## src/rtl/pipe_ctrl_pkg.sv

```systemverilog
// Shared definitions for the pipeline hazard/exception controller: FSM state
// encodings, reset level and stall-vector bit positions.
package pipe_ctrl_pkg;

   typedef enum logic [1:0] {
      RUN   = 2'd0,
      PEND  = 2'd1,
      FLUSH = 2'd2
   } pipe_state_e;

   localparam logic RESET_ENABLE = 1'b1;

   localparam int STALL_PC     = 0;
   localparam int STALL_IF_ID  = 1;
   localparam int STALL_ID_EX  = 2;
   localparam int STALL_EX_MEM = 3;
   localparam int STALL_MEM_WB = 4;

endpackage

```

## src/rtl/pipe_ctrl_stall_mask_gen.sv

```systemverilog
// Priority encoder from per-stage stall requests to a thermometer hold mask:
// the deepest requesting stage holds itself and every register upstream of it.
module pipe_ctrl_stall_mask_gen
   import pipe_ctrl_pkg::*;
#(
   parameter int NSTAGE = 6
) (
   input  logic [NSTAGE-2:0] stall_req,
   output logic [NSTAGE-1:0] mask
);

   logic acc;

   always_comb begin
      mask = '0;
      acc  = 1'b0;
      for (int i = NSTAGE - 1; i >= 1; i--) begin
         acc     = acc | stall_req[i-1];
         mask[i] = acc;
      end
      mask[STALL_PC] = acc;
   end

endmodule

```

## src/rtl/pipe_ctrl.sv

```systemverilog
// Pipeline hazard/exception controller: stall vector, flush sequencing and
// stall watchdog. Define PIPE_CTRL_PERF_EN to add stall/flush perf counters.
module pipe_ctrl
   import pipe_ctrl_pkg::*;
#(
   parameter int NSTAGE    = 6,
   parameter int AW        = 32,
   parameter int STALL_MAX = 255,
   parameter int CW        = 8
) (
   input  logic              clk,
   input  logic              rst,
   input  logic [NSTAGE-2:0] stall_req,
   input  logic              flush_req,
   input  logic [AW-1:0]     flush_pc,
   output logic [NSTAGE-1:0] stall,
   output logic              flush,
   output logic [AW-1:0]     new_pc,
   output logic              stall_timeout
`ifdef PIPE_CTRL_PERF_EN
   ,
   output logic [31:0]       perf_stall_cyc,
   output logic [31:0]       perf_flush_cnt
`endif
);

   pipe_state_e       state;
   logic [NSTAGE-1:0] req_mask;
   logic [CW-1:0]     run_cnt;
   logic [CW-1:0]     run_inc;
   logic [AW-1:0]     cap_pc;

   function automatic logic [CW-1:0] sat_inc(input logic [CW-1:0] c);
      if (c >= CW'(STALL_MAX))
         sat_inc = c;
      else
         sat_inc = c + 1'b1;
   endfunction

   pipe_ctrl_stall_mask_gen #(
      .NSTAGE (NSTAGE)
   ) u_mask (
      .stall_req (stall_req),
      .mask      (req_mask)
   );

   // A pending flush freezes everything; the flush cycle releases all holds
   // because the requesting stages are being cleared anyway.
   always_comb begin
      stall = '0;
      case (state)
         RUN:     stall = flush_req ? '1 : req_mask;
         PEND:    stall = '1;
         FLUSH:   stall = '0;
         default: stall = '0;
      endcase
   end

   always_comb run_inc = sat_inc(run_cnt);

   always_ff @(posedge clk) begin
      if (rst == RESET_ENABLE) begin
         state         <= RUN;
         flush         <= 1'b0;
         new_pc        <= '0;
         stall_timeout <= 1'b0;
         run_cnt       <= '0;
      end else begin
         case (state)
            RUN: begin
               flush <= 1'b0;
               if (flush_req) begin
                  state   <= PEND;
                  run_cnt <= '0;
               end else if (|stall_req) begin
                  run_cnt       <= run_inc;
                  stall_timeout <= stall_timeout | (run_inc == CW'(STALL_MAX));
               end else begin
                  run_cnt <= '0;
               end
            end
            PEND: begin
               state  <= FLUSH;
               flush  <= 1'b1;
               new_pc <= cap_pc;
            end
            FLUSH: begin
               state <= RUN;
               flush <= 1'b0;
            end
            default: begin
               state <= RUN;
               flush <= 1'b0;
            end
         endcase
      end
   end

   // Redirect target is data: captured on request acceptance, no reset needed.
   always_ff @(posedge clk) begin
      if (state == RUN && flush_req)
         cap_pc <= flush_pc;
   end

`ifdef PIPE_CTRL_PERF_EN
   always_ff @(posedge clk) begin
      if (rst == RESET_ENABLE) begin
         perf_stall_cyc <= '0;
         perf_flush_cnt <= '0;
      end else begin
         perf_stall_cyc <= perf_stall_cyc + {31'd0, |stall};
         perf_flush_cnt <= perf_flush_cnt + {31'd0, state == FLUSH};
      end
   end
`endif

endmodule

```

## config.mk

```make
export PLATFORM = sky130hd
export DESIGN_NAME = pipe_ctrl
export DESIGN_NICKNAME = d
export VERILOG_FILES = /design/src/rtl/pipe_ctrl_pkg.sv /design/src/rtl/pipe_ctrl_stall_mask_gen.sv /design/src/rtl/pipe_ctrl.sv
export SDC_FILE = /design/constraint.sdc
export NUM_CORES = 1
export LEC_CHECK = 0
export BUFFER_PORTS_ARGS = -buffer_cell sky130_fd_sc_hd__buf_4
export CAP_MARGIN = 20
export CORE_MARGIN = 10
export CORE_UTILIZATION = 43
export DETAILED_ROUTE_END_ITERATION = 12
export PLACE_DENSITY = 0.74
export SYNTH_ARGS = -nofsm -noshare
export SYNTH_HDL_FRONTEND = slang
export SYNTH_HIERARCHICAL = 1
export SYNTH_SLANG_ARGS = --single-unit
```

## constraint.sdc

```tcl
create_clock -name clk -period 5.2 [get_ports clk]
set_input_delay 1.04 -clock clk [delete_from_list [all_inputs] [get_ports clk]]
set_output_delay 1.04 -clock clk [all_outputs]
set_load 0.01 [all_outputs]
```

Word-level counts from Yosys, hierarchy flattened

Cells that the tools add are included.

Register bits after elaboration: 76
Output and inout port bits: 40
Word-level logic and storage cells: 29
Bits of input ports: 40

Add/subtract/negate cells: 1
Magnitude comparators: 1
Mux-type cells: 8
Bitwise gates (word level): 6
Reduce and logical (&&, ||, !) cells: 4
Equality and inequality tests: 3

Operators with widths:

| kind                | count |
|---|---|
| $mux 8              | 3 |
| $pmux 6 s2          | 1 |
| $add 8x1->8 const B | 1 |
| $eq 8x8->1 const B  | 1 |
| $ge 8x8->1 const B  | 1 |
| $mux 6              | 1 |
| $or 1x1->1          | 5 |
| $reduce_or 5->1     | 1 |
| $pmux 2 s2          | 1 |
| $reduce_and 3->1    | 1 |
| $eq 2x1->1 const B  | 1 |
| $logic_not 2->1     | 1 |
| $mux 2              | 1 |
| $ne 2x2->1 const B  | 1 |
| $logic_and 1x1->1   | 1 |
| $mux 1              | 1 |
| $not 1->1           | 1 |

Depth between registers and ports, before layout

Word-level depth: 6
Mapped depth: 7

Modules after synthesis

Netlist, hierarchy kept.

Modules (own cells, without submodules):

| module                   | area each (um^2) | instances | cells an instance | sequential area each (um^2) |
|---|---|---|---|---|
| pipe_ctrl                | 2841.5           | 1         | 274               | 1841.8 |
| pipe_ctrl_stall_mask_gen | 52.6             | 1         | 7                 | 0.0 |

Least setup slack after synthesis

No wires, ideal clock.

Kind: input to output
Start point: in stall_req[3]
End point: out stall[0]
Path slack: 2104 ps
Cell stages on the path: 5
Arrival time: 2056 ps
Data required time: 4160 ps
Buffers on the path: 1
Path through: or4_4 -> or2_1 -> buf_4 -> nor2_1 -> nor2_1

Cells in the longest elaborated chain, start to end: 6

RTL lines:

| element                 | line                           | text |
|---|---|---|
| start, declared         | pipe_ctrl.sv:13                | `input logic [NSTAGE-2:0] stall_req,` |
| $or 1x1->1 (4 in a row) | pipe_ctrl_stall_mask_gen.sv:18 | `acc = acc \| stall_req[i-1];` |
| via u_mask.acc          | pipe_ctrl_stall_mask_gen.sv:12 | `logic acc;` |
| $mux 6                  | pipe_ctrl.sv:52                | `RUN: stall = flush_req ? '1 : req_mask;` |
| $pmux 6 s2              | pipe_ctrl.sv:51                | `case (state)` |
| end, declared           | pipe_ctrl.sv:16                | `output logic [NSTAGE-1:0] stall,` |

The timed path passes the listed nets, and every way through them passes these cells.

Final worst setup path

Start point: in stall_req[3]
End point: out stall[0]

Cells in the longest elaborated chain, start to end: 6

RTL lines:

| element                 | line                           | text |
|---|---|---|
| $or 1x1->1 (3 in a row) | pipe_ctrl_stall_mask_gen.sv:18 |  |
| via req_mask[2]         | pipe_ctrl.sv:28                | `logic [NSTAGE-1:0] req_mask;` |
| $or 1x1->1              | pipe_ctrl_stall_mask_gen.sv:18 |  |
| via req_mask[0]         | pipe_ctrl.sv:28                |  |
| $mux 6                  | pipe_ctrl.sv:52                |  |
| $pmux 6 s2              | pipe_ctrl.sv:51                |  |

The timed path passes the listed nets, and every way through them passes these cells.

==> flow_summary.ini <==
[run_status]
status = finished, final reports clean

[floorplan]
die_w_microns = 102.0
coreArea_sq_um = 6459
io_pins = 80
die-area_sq_um = 10410
start_util = 0.4481
die_y_microns = 102.0
fp-row-count = 29

[cells_and_area]
fill_cells = 566
finalNetCount = 390
seq_area_sq_um = 1842
multi_input_area_sq_um = 922.1
layout_commonest_cell = buf_4
antenna_cells = 0
layout_common_cells = buf_4 (80), nand2_1 (67), dfxtp_1 (44)
drive_above_1_share = 0.2938
area_growth_pct = 29.40

[sta]
tightest_slew_ns = 0.8131
grt_setup_unrepaired = no
slew_headroom = 0.4569
final_max_slew_viol_count = 0
fin_crit_sh = 0.6311
timing.setup.tns_ns = 0
finalSetupViolCount = 0
fmax_mhz = 304.7
hold_viol_final = 0
skew_ns = 0.01252
period_needed_ns = 3.282

[synthesis]
synth.distinct_cells = 44
syn-instance-count = 281
synth_edf_count = 32
avgSynthCellArea_sq_um = 10.30
synthArstFlopShare = 0
synth_flop_cell = dfxtp_1
yosys_warnings = 6
syn_nets = 322
synth.yosys.seq_area_share = 0.6364
ys_seq_elements = 76
netlist_area_sq_um = 2894

[global_route]
gr-usage-all-layers = 0.1251
grt_pass1_wl_microns = 10210
overflow = 0
antenna_found_initial = 0
grt_start_max_net_pins = 46
grt_pass1_vias = 2098

[drt]
wire_per_inst_microns = 15.10
drt_iter0_markers = 99
antenna_left = 0
route.detailed.drc = 0
drt-vias-per-instance = 5.169
drt-total-wl_microns = 6509
drtPass1Iterations = 4
dr_total_vias = 2228

[setup_path]
cpPeakStageDelay_ns = 0.53
critPathLaunchType = input pin
critPathSlowestCell = or4_4
end_kind = output pin
critPathMaxFanout = 4
cp.required_ns = 4.16
path_class = input pin to output pin
cp.arrival_ns = 2.24
cp_cell_sequence = buf_4, or4_4, or2_1, nor2_1, nor2_1, buf_4

[worst_hold_path]
hold_path_class = flop to flop

[clocking]
cts_setup_buffers = 0
ctsHoldBuffers = 0
cts_resized = 0
cts_sinks = 76
cts_tree = yes
cts_root_buf = clkbuf_8
cts_buffer_depth = 2
htreeDepth = 3
clkTransAtPathRegs_ns = 0.08
clk_latency_ns = 0.34
cts_buffers = 9

[run]
drv_cap = 0

[placement]
hpwl_microns = 4434
place.gp.congestion = 0.7695
portBuffers = 79

[power]
pwr_density_cell_nw_per_um2 = 352.8
vdd_ir_drop_max_v = 0.0002932
p_total_mw = 1.321
p_leak_nw = 1.424
-- per-layer routing --
| layer | global-route usage | part of all wire |
|---|---|---|
| met5 | 0 | 0 |
| met3 | 0.06748 | 0.082 |
| met2 | 0.2079 | 0.51 |
| met4 | 0.04338 | 0.0091 |
| met1 | 0.1328 | 0.40 |
-- path summary, 6_finish.rpt --
check | end | depth (start not counted) | start | slack [ns]
min | new_pc[16] | 2 | new_pc[16] | 0.46
max | stall[0] | 6 | stall_req[3] | 1.92
max reg2reg | run_cnt[1] | 5 | run_cnt[0] | 3.01
min reg2reg | new_pc[16] | 2 | new_pc[16] | 0.46
-- critical path: cells and delay by family --
kind	cells	cell delay (ns)
and+or+nand+nor	4	0.93
buffers and inverters	2	0.27
-- final cells by class --
class | count | area share
Clock inverter | 7 | 0.03241
Clock buffer | 9 | 0.03308
Timing Repair Buffer | 81 | 0.1677
Inverter | 3 | 0.003007
Tap cell | 77 | 0.02573
Sequential cell | 76 | 0.4918
Multi-Input combinational cell | 178 | 0.2462
-- power breakdown --
group          switching, mW  total (mW)  leakage [nW]  internal [mW]
logic                 0.0612       0.115         0.635         0.0541
clock network          0.216       0.539         0.124          0.322
registers             0.0125       0.667         0.665          0.655
total                  0.290        1.32          1.42           1.03
-- per-stage QoR --
stage               cell area, sq um  hold WS (ns)  utilization  setup slack, ns  instances
CTS                             3717        0.4582       0.5756            1.923        430
global route                    3745        0.4764       0.5798            1.872        431
global placement                3472        0.4436       0.5376            1.952        414
finish                          3745        0.4565       0.5798            1.918        431
detailed placement              3472        0.4468       0.5376            1.929        414
floorplan                       2894        0.4713            -            2.104        281
-- cell usage after synthesis (3+ instances only) --
master	instances	area [sq um]
nor2_1	18	67.56
buf_4	3	22.52
clkbuf_1	16	60.06
inv_1	3	11.26
nand2_1	67	251.5
a21oi_1	42	210.2
buf_2	3	15.01
nand3_1	3	15.01
edfxtp_1	32	960.9
nor3_1	5	25.02
o211ai_1	4	30.03
a31oi_1	3	18.77
dfxtp_1	44	880.8
-- registers in the layout (all words and copies together) (netlist names) --
| signal | flops |
|---|---|
| stall_timeout | 1 |
| flush | 1 |
| run_cnt | 8 |
| new_pc | 32 |
| cap_pc | 32 |
| state | 2 |
-- cell families (layout without fill, tap and decap cells) --
kind of cell / after synthesis / after routing / synth area share
flops: 76 / 76 / 0.6364
simple gates: 111 / 111 / 0.1678
compound gates: 66 / 66 / 0.1461
buf+inv: 27 / 100 / 0.04539
fa+ha+maj: 1 / 1 / 0.004323
No activity file was read; power rests on OpenSTA's default activity.
